==> config.mk <==
export PLATFORM = sky130hd
export DESIGN_NAME = boot_sequencer
export DESIGN_NICKNAME = d
export VERILOG_FILES = /design/src/rtl/boot_seq_pkg.sv /design/src/rtl/key_debouncer.sv /design/src/rtl/boot_sequencer.sv
export SDC_FILE = /design/constraint.sdc
export NUM_CORES = 1
export LEC_CHECK = 0
export BUFFER_PORTS_ARGS = -buffer_cell sky130_fd_sc_hd__clkbuf_2
export CORE_MARGIN = 2
export CORE_UTILIZATION = 53
export CTS_CLUSTER_DIAMETER = 40
export DETAILED_ROUTE_END_ITERATION = 8
export GPL_TIMING_DRIVEN = 1
export PLACE_DENSITY = 0.83
export SETUP_SLACK_MARGIN = 0.1
export SLEW_MARGIN = 40
export SYNTH_ARGS = -nofsm -noshare
export SYNTH_HDL_FRONTEND = slang
export SYNTH_SLANG_ARGS = --single-unit
==> constraint.sdc <==
create_clock -name clk -period 2.7 [get_ports clk]
set_input_delay 0.81 -clock clk [delete_from_list [all_inputs] [get_ports clk]]
set_output_delay 0.81 -clock clk [all_outputs]
set_load 0.02 [all_outputs]
==> src/rtl/boot_seq_pkg.sv <==
// Shared types and helpers for the board-level boot sequencer.
package boot_seq_pkg;

    typedef enum logic [2:0] {
        HOLD      = 3'd0,
        WAIT_LOCK = 3'd1,
        STRETCH   = 3'd2,
        PERIPH    = 3'd3,
        CORE      = 3'd4,
        RUN       = 3'd5
    } boot_state_e;

    localparam int CAUSE_POR  = 0;
    localparam int CAUSE_PLL  = 1;
    localparam int CAUSE_KEY  = 2;
    localparam int CAUSE_JTAG = 3;
    localparam int CAUSE_SW   = 4;

    // Counter width able to hold 0..max_val-1; never narrower than one bit.
    function automatic int cnt_width(input int max_val);
        return (max_val <= 1) ? 1 : $clog2(max_val);
    endfunction

endpackage

==> src/rtl/key_debouncer.sv <==
// Two-flop synchroniser followed by a stability counter for the KEY pushbutton.
module key_debouncer
    import boot_seq_pkg::*;
#(
    parameter int DEBOUNCE_CYCLES = 250000
) (
    input  logic clk,
    input  logic reset,
    input  logic key_n_i,
    output logic key_stable_o
);

    localparam int CNT_W = cnt_width(DEBOUNCE_CYCLES);

    logic [1:0]       key_sync;
    logic [CNT_W-1:0] cnt;

    // Synchroniser flops are free-running so they settle while reset is held.
    always_ff @(posedge clk) begin
        key_sync <= {key_sync[0], key_n_i};
    end

    always_ff @(posedge clk) begin
        if (reset) begin
            cnt          <= '0;
            key_stable_o <= 1'b1;
        end else if (key_sync[1] == key_stable_o) begin
            cnt <= '0;
        end else if (cnt == CNT_W'(DEBOUNCE_CYCLES - 1)) begin
            cnt          <= '0;
            key_stable_o <= key_sync[1];
        end else begin
            cnt <= cnt + 1'b1;
        end
    end

endmodule

==> src/rtl/boot_sequencer.sv <==
// Combines PLL, KEY, JTAG and software resets and releases peripheral reset,
// core reset and fetch enable in a fixed, timed order.
module boot_sequencer
    import boot_seq_pkg::*;
#(
    parameter int          DEBOUNCE_CYCLES    = 250000,
    parameter int          RST_HOLD_CYCLES    = 16,
    parameter int          CORE_DELAY_CYCLES  = 8,
    parameter int          FETCH_DELAY_CYCLES = 4,
    parameter logic [31:0] BOOT_ADDR          = 32'h0000_8000
) (
    input  logic        clk,
    input  logic        reset,
    input  logic        key_n_i,
    input  logic        jtag_reset_i,
    input  logic        pll_locked_i,
    input  logic        sw_reset_req_i,
    input  logic        cause_clr_i,
    output logic        periph_reset_n_o,
    output logic        core_reset_n_o,
    output logic        fetch_enable_o,
    output logic [31:0] boot_addr_o,
    output logic [2:0]  state_o,
    output logic [4:0]  reset_cause_o
);

    localparam int MAX_DLY_A = (RST_HOLD_CYCLES > CORE_DELAY_CYCLES) ? RST_HOLD_CYCLES : CORE_DELAY_CYCLES;
    localparam int MAX_DLY   = (MAX_DLY_A > FETCH_DELAY_CYCLES) ? MAX_DLY_A : FETCH_DELAY_CYCLES;
    localparam int CNT_W     = cnt_width(MAX_DLY);

    if (RST_HOLD_CYCLES < 1 || CORE_DELAY_CYCLES < 1 || FETCH_DELAY_CYCLES < 1 ||
        DEBOUNCE_CYCLES < 1) begin : g_bad_param
        $error("boot_sequencer: every delay parameter must be at least 1");
    end

    boot_state_e      state, state_nx;
    logic [CNT_W-1:0] cnt, cnt_nx;
    logic [1:0]       pll_sync;
    logic             locked_sync;
    logic             key_stable;
    logic             key_req, req, pll_abort;
    logic [4:0]       cause_set;

    key_debouncer #(.DEBOUNCE_CYCLES(DEBOUNCE_CYCLES)) u_key_debouncer (
        .clk          (clk),
        .reset        (reset),
        .key_n_i      (key_n_i),
        .key_stable_o (key_stable)
    );

    always_ff @(posedge clk) begin
        pll_sync <= {pll_sync[0], pll_locked_i};
    end

    assign locked_sync = pll_sync[1];
    assign key_req     = ~key_stable;
    assign req         = key_req | jtag_reset_i | sw_reset_req_i;
    assign pll_abort   = ~locked_sync && (state inside {STRETCH, PERIPH, CORE, RUN});
    assign boot_addr_o = BOOT_ADDR;
    assign state_o     = state;

    always_comb begin
        cause_set             = '0;
        cause_set[CAUSE_PLL]  = pll_abort;
        cause_set[CAUSE_KEY]  = key_req;
        cause_set[CAUSE_JTAG] = jtag_reset_i;
        cause_set[CAUSE_SW]   = sw_reset_req_i;
    end

    always_comb begin
        state_nx = state;
        cnt_nx   = cnt;
        if (req || pll_abort) begin
            state_nx = HOLD;
            cnt_nx   = '0;
        end else begin
            unique case (state)
                HOLD: state_nx = WAIT_LOCK;
                WAIT_LOCK: if (locked_sync) begin
                    state_nx = STRETCH;
                    cnt_nx   = '0;
                end
                STRETCH: if (cnt == CNT_W'(RST_HOLD_CYCLES - 1)) begin
                    state_nx = PERIPH;
                    cnt_nx   = '0;
                end else cnt_nx = cnt + 1'b1;
                PERIPH: if (cnt == CNT_W'(CORE_DELAY_CYCLES - 1)) begin
                    state_nx = CORE;
                    cnt_nx   = '0;
                end else cnt_nx = cnt + 1'b1;
                CORE: if (cnt == CNT_W'(FETCH_DELAY_CYCLES - 1)) begin
                    state_nx = RUN;
                    cnt_nx   = '0;
                end else cnt_nx = cnt + 1'b1;
                RUN:     state_nx = RUN;
                default: state_nx = HOLD;
            endcase
        end
    end

    // Outputs decode the next state so they move on the same edge as state_o.
    always_ff @(posedge clk) begin
        if (reset) begin
            state            <= HOLD;
            cnt              <= '0;
            periph_reset_n_o <= 1'b0;
            core_reset_n_o   <= 1'b0;
            fetch_enable_o   <= 1'b0;
            reset_cause_o    <= 5'b00001;
        end else begin
            state            <= state_nx;
            cnt              <= cnt_nx;
            periph_reset_n_o <= state_nx inside {PERIPH, CORE, RUN};
            core_reset_n_o   <= state_nx inside {CORE, RUN};
            fetch_enable_o   <= (state_nx == RUN);
            reset_cause_o    <= (cause_clr_i ? 5'b00000 : reset_cause_o) | cause_set;
        end
    end

endmodule
==> results.md, run 1 <==
Outcome:
- The run finished with clean final reports.

Clock network:
- For the worst-skew pair, the clock arrives at the later sink with an insertion delay of approximately 0.28 ns.
- The H-tree generated during clock tree synthesis spans 2 levels.
- In this run the post-CTS setup repair buffer count came out at 0.
- The number of buffers added by the clock tree synthesis step is 5.
- The cell at the root of the clock tree is sky130_fd_sc_hd__clkbuf_8.
- The maximum buffer depth of the clock tree is 2.
- The clock sink count is 38.
- The count of instances resized after the clock tree is built is 0.
- The clock-pin slew on the worst setup and hold paths is 0.07 ns.
- TritonCTS built the clock tree.
- For this design, the CTS-stage hold fixing added 0 buffers.

GRT:
- The overall routing resource usage is 0.166.
- The via count of the first global-routing pass is around 1,300.
- For this run the aggregate overflow at the end of global routing stands at 0.
- The initial antenna violation count is 0.
- Entering global routing, the biggest net connects 15 pins.
- The first global-routing pass estimated ~5600 um of wire.

Final layout:
- Leaving out fill and tap cells, the most frequent cell in the layout is sky130_fd_sc_hd__dfxtp_1.
- The fraction of layout cells with a size suffix above 1 is 0.145.
- In the layout the commonest cells are sky130_fd_sc_hd__dfxtp_1, sky130_fd_sc_hd__conb_1, sky130_fd_sc_hd__nor2_1.
- The multi-input combinational cells in the finished layout cover a total of ~1100 sq um.
- After filler insertion, the fill cell instance count of the layout stands at ~340.
- At the end of the flow the core is filled with cells to 0.570.
- Compared with the post-synthesis result, the final layout area differs by 3.19%.
- The count of nets after finishing is about 250.
- The number of antenna diodes is 0.
- Summing all flip-flop and latch instances after layout gives 761 sq um.

Detailed routing:
- The first TritonRoute pass finished after 4 iterations.
- The via count is 1,478.
- In the routed design, unresolved DRC markers number 0.
- Dividing the detail-routed via count by the number of cells gives between 5 and 6.
- After the first detailed-routing iteration, the DRC count stood at between 100 and 150.
- Dividing the detail-routed wire length by the instance count gives 11.2 um.
- Summed over all layers, the routed wires come to 3260 um.
- The count of nets left with antenna violations after detail routing is 0.

Floorplan:
- From left edge to right edge, the die measures between 60 and 70 um.
- The floorplan has 22 rows.
- The starting density of the core is 0.553.
- During I/O placement, the number of pins put on the boundary was 50.
- The region available for standard cell placement spans between 3000 and 4000 sq um.
- The die is between 60 and 70 um tall.
- The die covers about 4400 sq um.

Synth:
- The share of the synthesized area in the top cell type is 0.373.
- Synthesis inferred 38 register bits.
- Yosys mapped the design onto just over 50 distinct sky130hd cell types.
- The gate count after technology mapping is 227.
- After synthesis, the cell types taking the most area are sky130_fd_sc_hd__dfxtp_1, sky130_fd_sc_hd__buf_4, sky130_fd_sc_hd__nor2_1.
- The post-synthesis sequential area ratio is 0.373.
- The post-synthesis share of cell area spent on xor and xnor gates is 0.0645.
- The fraction of the mapped netlist area in adder cells is 0.0307.
- The average instance in the mapped netlist occupies approximately 9 sq um.
- The proportion of synthesized flip-flops having asynchronous set or reset is 0.
- The cell type contributing the most total cell area after synthesis is sky130_fd_sc_hd__dfxtp_1.
- The Yosys step of the flow raised 0 warnings.
- Yosys mapped a number of flops with a built-in enable equal to 0.
- The most used flip-flop cell after synthesis is sky130_fd_sc_hd__dfxtp_1.
- Summing every instance area after synthesis gives approximately 2000 sq um.
- Of the total synthesized cell area, the portion taken by AND, OR, NAND and NOR gates is 0.239.
- The combinational family with the most area after synthesis is simple AND/OR/NAND/NOR gates.
- The compound-cell area share of the yosys netlist is 0.125.
- Measured against the total synthesized area, the mux share comes to 0.00982.

STA:
- Summed over all failing endpoints, the final setup total negative slack is 0 ns.
- Hold timing on the final database bottoms out at a slack of around 0.33 ns.
- The maximum clock frequency is approximately 0.51 GHz.
- For the pin with the worst max-slew slack, the measured transition is roughly 0.63 ns.
- After layout, the worst setup slack is 0.748 ns.
- The final setup violation count is 0.
- The number of hold-slack violations in the final timing report is 0.
- The count of final max-slew check failures is 0.
- Counting I/O delays and the setup requirement, the final critical path takes approximately 2.0 ns.
- Setup repair after global routing left no endpoint under its margin.
- The worst slew margin relative to its limit is 0.576.
- The clock arrives with just under 0.003 ns of skew.
- In the finished design, the share of the clock period the worst path needs comes to 0.723.

Setup path:
- The sort of element at the end of the critical path is a register.
- The endpoint arrival time on the critical path is about 2.2 ns.
- Among all stages on the critical path, the largest delay is contributed by sky130_fd_sc_hd__or4b_4.
- In this design, the stage delay of the slowest critical-path cell is approximately 0.52 ns.
- The required time of the critical path is around 2.9 ns.
- By startpoint and endpoint, the worst setup path is classified as input pin to register.
- Traced cell by cell, the critical path runs through clkbuf_2 > or4b_4 > or3_4 > o41ai_2.
- The worst setup path is launched from an input pin.
- In this run the worst path has a maximum fanout of 9.

Power and ir drop:
- The power density over the cells is roughly 500 nW/um^2.
- In this run the static leakage power is a little under 0.9 nW.
- The worst-case IR drop observed on VDD is between 0.4 and 0.5 mV.

Place:
- The wire-length estimate of the detail-placed layout is 2380 um.
- During placement, the flow inserted port buffers numbering 17.
- At the end of routability-driven placement, the weighted congestion stood at about 0.79.
- At the placement stage, the worst setup path has a slack of 0.428 ns.

Flow run:
- The max-cap check violation count is 0.

Hold path:
- The tightest min-delay check is of the register to register type.
## worst max-delay path: cells and delay by family
| family | cells | cell delay [ns] |
|---|---|---|
| AO/OA/AOI/OAI | 1 | 0.29 |
| buffers and inverters | 1 | 0.14 |
| AND/OR/NAND/NOR | 2 | 0.89 |
## per-layer routing
metal | routed length, um | track usage
met4 | 41 | 0.0612
met3 | 146 | 0.0460
met1 | 1440 | 0.196
met2 | 1630 | 0.288
met5 | 0 | 0
## sequential cells by signal, indices dropped and copies added (netlist names), 2 cells and up
signal	cells
u_key_debouncer.cnt	18
reset_cause_o	5
cnt	4
state_o	3
pll_sync	2
u_key_debouncer.key_sync	2
## power by group
part | switching, mW | internal [mW]
Sequential | 0.00636 | 0.569
Clock | 0.188 | 0.206
Combinational | 0.0628 | 0.0186
## metrics by stage
stage | std cells | power [mW] | instance area (sq um)
6_report | 290 | 1.05 | 2100
3_3_place_gp | 282 | 0.668 | 2010
3_5_place_dp | 282 | 0.669 | 2010
2_1_floorplan | 257 | 0.693 | 2150
4_1_cts | 290 | 1.06 | 2100
5_1_grt | 290 | 1.10 | 2100
## path summary, 6_finish.rpt
check               from                to  slack [ns]  cells after the start
min          pll_sync[0]       pll_sync[1]        0.33                      0
max reg2reg   state_o[1]  periph_reset_n_o        0.81                      5
max                reset  periph_reset_n_o        0.75                      4
min reg2reg  pll_sync[0]       pll_sync[1]        0.33                      0
## synthesized netlist by cell type (2+ instances only)
master	number
sky130_fd_sc_hd__a21o_1	2
sky130_fd_sc_hd__a21oi_1	10
sky130_fd_sc_hd__a32o_1	2
sky130_fd_sc_hd__and3_1	3
sky130_fd_sc_hd__and3b_1	2
sky130_fd_sc_hd__and4_1	2
sky130_fd_sc_hd__buf_2	2
sky130_fd_sc_hd__buf_4	32
sky130_fd_sc_hd__buf_6	2
sky130_fd_sc_hd__clkbuf_1	5
sky130_fd_sc_hd__conb_1	2
sky130_fd_sc_hd__dfxtp_1	38
sky130_fd_sc_hd__ha_1	5
sky130_fd_sc_hd__inv_1	6
sky130_fd_sc_hd__mux2i_1	2
sky130_fd_sc_hd__nand2_1	7
sky130_fd_sc_hd__nand3_1	10
sky130_fd_sc_hd__nand4_1	7
sky130_fd_sc_hd__nor2_1	28
sky130_fd_sc_hd__nor2b_1	4
sky130_fd_sc_hd__nor4_1	3
sky130_fd_sc_hd__nor4b_1	2
sky130_fd_sc_hd__o21a_1	2
sky130_fd_sc_hd__o21ai_0	5
sky130_fd_sc_hd__or3_1	4
sky130_fd_sc_hd__or3b_1	2
sky130_fd_sc_hd__xnor2_1	6
sky130_fd_sc_hd__xor2_1	9
## area by class of cell
type	count	share of cell area
clock buffers	7	0.0410
multi-input cells	172	0.512
inverters	6	0.0107
repair buffers	18	0.0440
clock inverters	1	0.00238
flip-flops and latches	38	0.362
well taps	48	0.0286
## kinds of logic after synthesis
| group | count (synthesis) |
|---|---|
| AND/OR/NAND/NOR | 85 |
| buffers and inverters | 47 |
| flip-flops | 38 |
| AO/OA/AOI/OAI | 33 |
| XOR/XNOR | 15 |
| adder cells (fa/ha/maj) | 5 |
| other | 2 |
| multiplexers | 2 |
Note: power is estimated with default switching activity, not from simulation.
==> run 2, diff against run 1 <==
Clock period 2.7 ns to 2.02 ns, I/O delays scaled along.
==> run 2 against run 1 <==
Against the previous run:
- register-to-register slack got worse by 0.59 ns
- combinational power increased by 39%
- critical path depth is 2 higher
- critical endpoint is now cnt[0]
==> results.md, run 2 (synthesis gave the netlist of run 1 again) <==
Outcome:
- Result of the run: finished clean (unchanged).

GRT:
- The via count of the first global-routing pass is 1,390 (was 1,316).
- The pin count of the biggest net entering global routing is 19 (was 15).
- The leftover overflow at the end of global routing is 0 (unchanged).
- The initial antenna violation count is 0 (unchanged).
- The overall routing resource usage is 0.180 (was 0.166).
- The wire length of the first global-routing pass is 5970 um (was 5620 um).

Final layout:
- Largest regs: u_key_debouncer.cnt (18), reset_cause_o (5), cnt (4) (unchanged).
- The filler cell count was 332 (was 339).
- The layout overhead on the synthesized area is 4.91% (was 3.19%).
- The register bank with the most flops is u_key_debouncer.cnt (unchanged).
- The fraction of layout cells with a size suffix above 1 came to 0.167 (was 0.145).
- The count of nets after finishing is 257 (was 253).
- The multi-input logic area is 1080 sq um (unchanged).
- The final core area utilization is 0.580 (was 0.570).
- The number of antenna diodes came to 0 (unchanged).
- The post-route non-filler standard cell count is 294 (was 290).
- The final non-filler cell area is 2140 sq um (was 2100 sq um).
- The most common cell after layout, fill and taps aside is sky130_fd_sc_hd__dfxtp_1 (unchanged).
- The area used by sequential logic in the layout came to 762 sq um (was 761 sq um).
- The number of flip-flops in the largest register was 18 (unchanged).
- Most frequent cells in the layout: sky130_fd_sc_hd__dfxtp_1, sky130_fd_sc_hd__conb_1, sky130_fd_sc_hd__nor2_1 (unchanged).

Power and ir drop:
- The switching power summed over all nets is 356 uW (was 257 uW).
- The worst IR drop on VDD is 0.421 mV (was 0.408 mV).
- The relative contribution of sequential cells to total power is 0.542 (was 0.547).
- The cell-internal power is 1.06 mW (was 793 uW).
- The part of the total power dissipated in combinational logic is 0.080 (was 0.077).
- The net switching fraction of the power is 0.251 (was 0.245).
- The total power after layout is 1.42 mW (was 1.05 mW).
- The power density over the cells came to 663 nW/um^2 (was 499 nW/um^2).
- The leakage power figure is 0.911 nW (was 0.891 nW).
- The part of the total power dissipated in the clock network is 0.378 (was 0.375).

STA:
- The number of hold-slack violations in the final timing report was 0 (unchanged).
- RSZ-0062 raised after global routing: no (unchanged).
- The final hold slack was 0.330 ns (was 0.329 ns).
- The maximum clock frequency is between 0.5 and 0.6 GHz.
- The worst-case clock skew is 0.00548 ns (was 0.00292 ns).
- The minimum clock period after layout is between 1.5 and 2 ns.
- The setup TNS came to 0 ns (unchanged).
- The final critical-path share of the clock period is 0.918.
- The final setup violation count is 0 (unchanged).
- The worst-case setup margin in the final layout came to 0.167 ns (was 0.748 ns).
- The worst slew margin relative to its limit is 0.571 (was 0.576).
- The slew of the pin with the lowest slew margin is 0.635 ns (was 0.628 ns).
- The count of final max-slew check failures came to 0 (unchanged).

Detailed routing:
- The detailed-route DRC error count came to 0 (unchanged).
- The detailed-route vias per instance came to 5.13 (was 5.10).
- The number of search-and-repair iterations in the first detailed-routing pass is 4 (unchanged).
- The via count came to 1,508 (was 1,478).
- The count of nets left with antenna violations after detail routing is 0 (unchanged).
- The number of DRC markers in iteration 0 came to 71 (was 102).
- The overall routed net length is 3480 um (was 3260 um).
- The average routed wire per standard cell is 11.8 um (was 11.2 um).

Clock network:
- The clock latency on the worst-skew pair is 0.29 ns (was 0.28 ns).
- The clock-pin slew on the worst setup and hold paths is 0.07 ns (about the same).
- The cell at the root of the clock tree was sky130_fd_sc_hd__clkbuf_8 (unchanged).
- The number of H-tree branching levels was 2 (unchanged).
- The clock sink count is 38 (unchanged).
- The hold-fix buffer count after cts was 0 (unchanged).
- The number of buffers added by the clock tree synthesis step is 5 (unchanged).
- The TritonCTS clock tree was yes (unchanged).
- The maximum buffer depth of the clock tree is 2 (unchanged).

Hold path:
- The startpoint of the lowest-slack hold path is u_key_debouncer.key_sync[0] (was pll_sync[0]).
- The classification of the worst-slack hold path is register to register (unchanged).
- The number of cells on the worst hold path was 0 (unchanged).
- The end of the worst hold path is u_key_debouncer.key_sync[1] (was pll_sync[1]).

Floorplan:
- The die footprint is 4360 sq um (unchanged).
- The starting density of the core is 0.553 (unchanged).
- The area of the placeable core was 3690 sq um (unchanged).
- The horizontal die dimension is 66.0 um (unchanged).
- The top-level I/O count is 50 (unchanged).
- The row count came to 22 (unchanged).
- The height of the die is 66.0 um (unchanged).

Setup path:
- The endpoint arrival time on the critical path was 2.09 ns (was 2.15 ns).
- The depth of the most critical reg-to-reg path came to 5 (unchanged).
- The startpoint of the most critical register-to-register path is u_key_debouncer.key_stable_o (was state_o[1]).
- The sort of element at the end of the critical path is a register (unchanged).
- The setup slack of the worst register-to-register path is 0.22 ns (was 0.81 ns).
- The startpoint class of the critical path is an input pin (unchanged).
- The largest fanout of any net on the critical path was 3 (was 9).
- The reg-to-reg critical path endpoint is cnt[0] (was periph_reset_n_o).
- The class of the most critical setup path is input pin to register (unchanged).
- The required time of the critical path is 2.26 ns (was 2.89 ns).

Place:
- The worst setup slack after placement was -0.109 ns (was 0.428 ns).
- The count of buffers inserted at the top-level ports is 17 (unchanged).
- The placed cell count is 286 (was 282).
- The instance area after placement is 2040 sq um (was 2010 sq um).
- The detailed-placement wirelength estimate is 2480 um (was 2380 um).
- The final weighted congestion of routability-driven global placement is 0.789 (was 0.791).

Flow run:
- The max-cap check violation count is 0 (unchanged).
run 2: cell types whose count changed in the layout (fill, tap and decap cells not counted), sizes merged:
| cell | previous run | this run |
|---|---|---|
| clkinvlp | 0 | 1 |
| buf | 1 | 5 |
| clkbuf | 24 | 23 |
run 2: worst max path at each step:
stage	start	end	slack [ns]
2_1_floorplan	reset	periph_reset_n_o	0.08
3_3_place_gp	jtag_reset_i	cnt[0]	0.03
3_5_place_dp	jtag_reset_i	cnt[0]	-0.11
4_1_cts	jtag_reset_i	cnt[0]	0.19
5_1_grt	jtag_reset_i	cnt[0]	0.12
6_report	jtag_reset_i	cnt[0]	0.17
run 2: metal layers:
layer	track usage	share of wire	vias to the layer above
met2	0.301	0.48	46
met3	0.0681	0.048	10
li1	-	-	754
met1	0.201	0.45	698
met4	0.0842	0.025	0
met5	0	0	-
run 2: area by class of cell:
class                           count  share of cell area
Inverter                            6              0.0105
Timing Repair Buffer               22              0.0573
Multi-Input combinational cell    172               0.503
Tap cell                           48              0.0281
Clock buffer                        6              0.0386
Clock inverter                      2             0.00585
Sequential cell                    38               0.356
run 2: power by group through the flow:
| stage | combinational [mW] | clock [mW] | sequential (mW) |
|---|---|---|---|
| final | 0.113 | 0.536 | 0.768 |
| after CTS | 0.112 | 0.554 | 0.768 |
| after floorplan | 0.137 | 0 | 0.789 |
| after global placement | 0.110 | 0 | 0.785 |
| after detailed placement | 0.112 | 0 | 0.786 |
| after global routing | 0.124 | 0.588 | 0.769 |
run 2: what timing repair did:
action,in CTS,in global routing
resized for setup,0,2
buffers inserted,0,0
setup endpoints to repair,0,2
run 2: worst max-delay path: stages:
cell                       delay (ns)
sky130_fd_sc_hd__clkbuf_2        0.09
sky130_fd_sc_hd__or4b_4          0.55
sky130_fd_sc_hd__buf_4           0.15
sky130_fd_sc_hd__a211oi_1        0.38
sky130_fd_sc_hd__and3b_1         0.23
sky130_fd_sc_hd__a21o_1          0.08
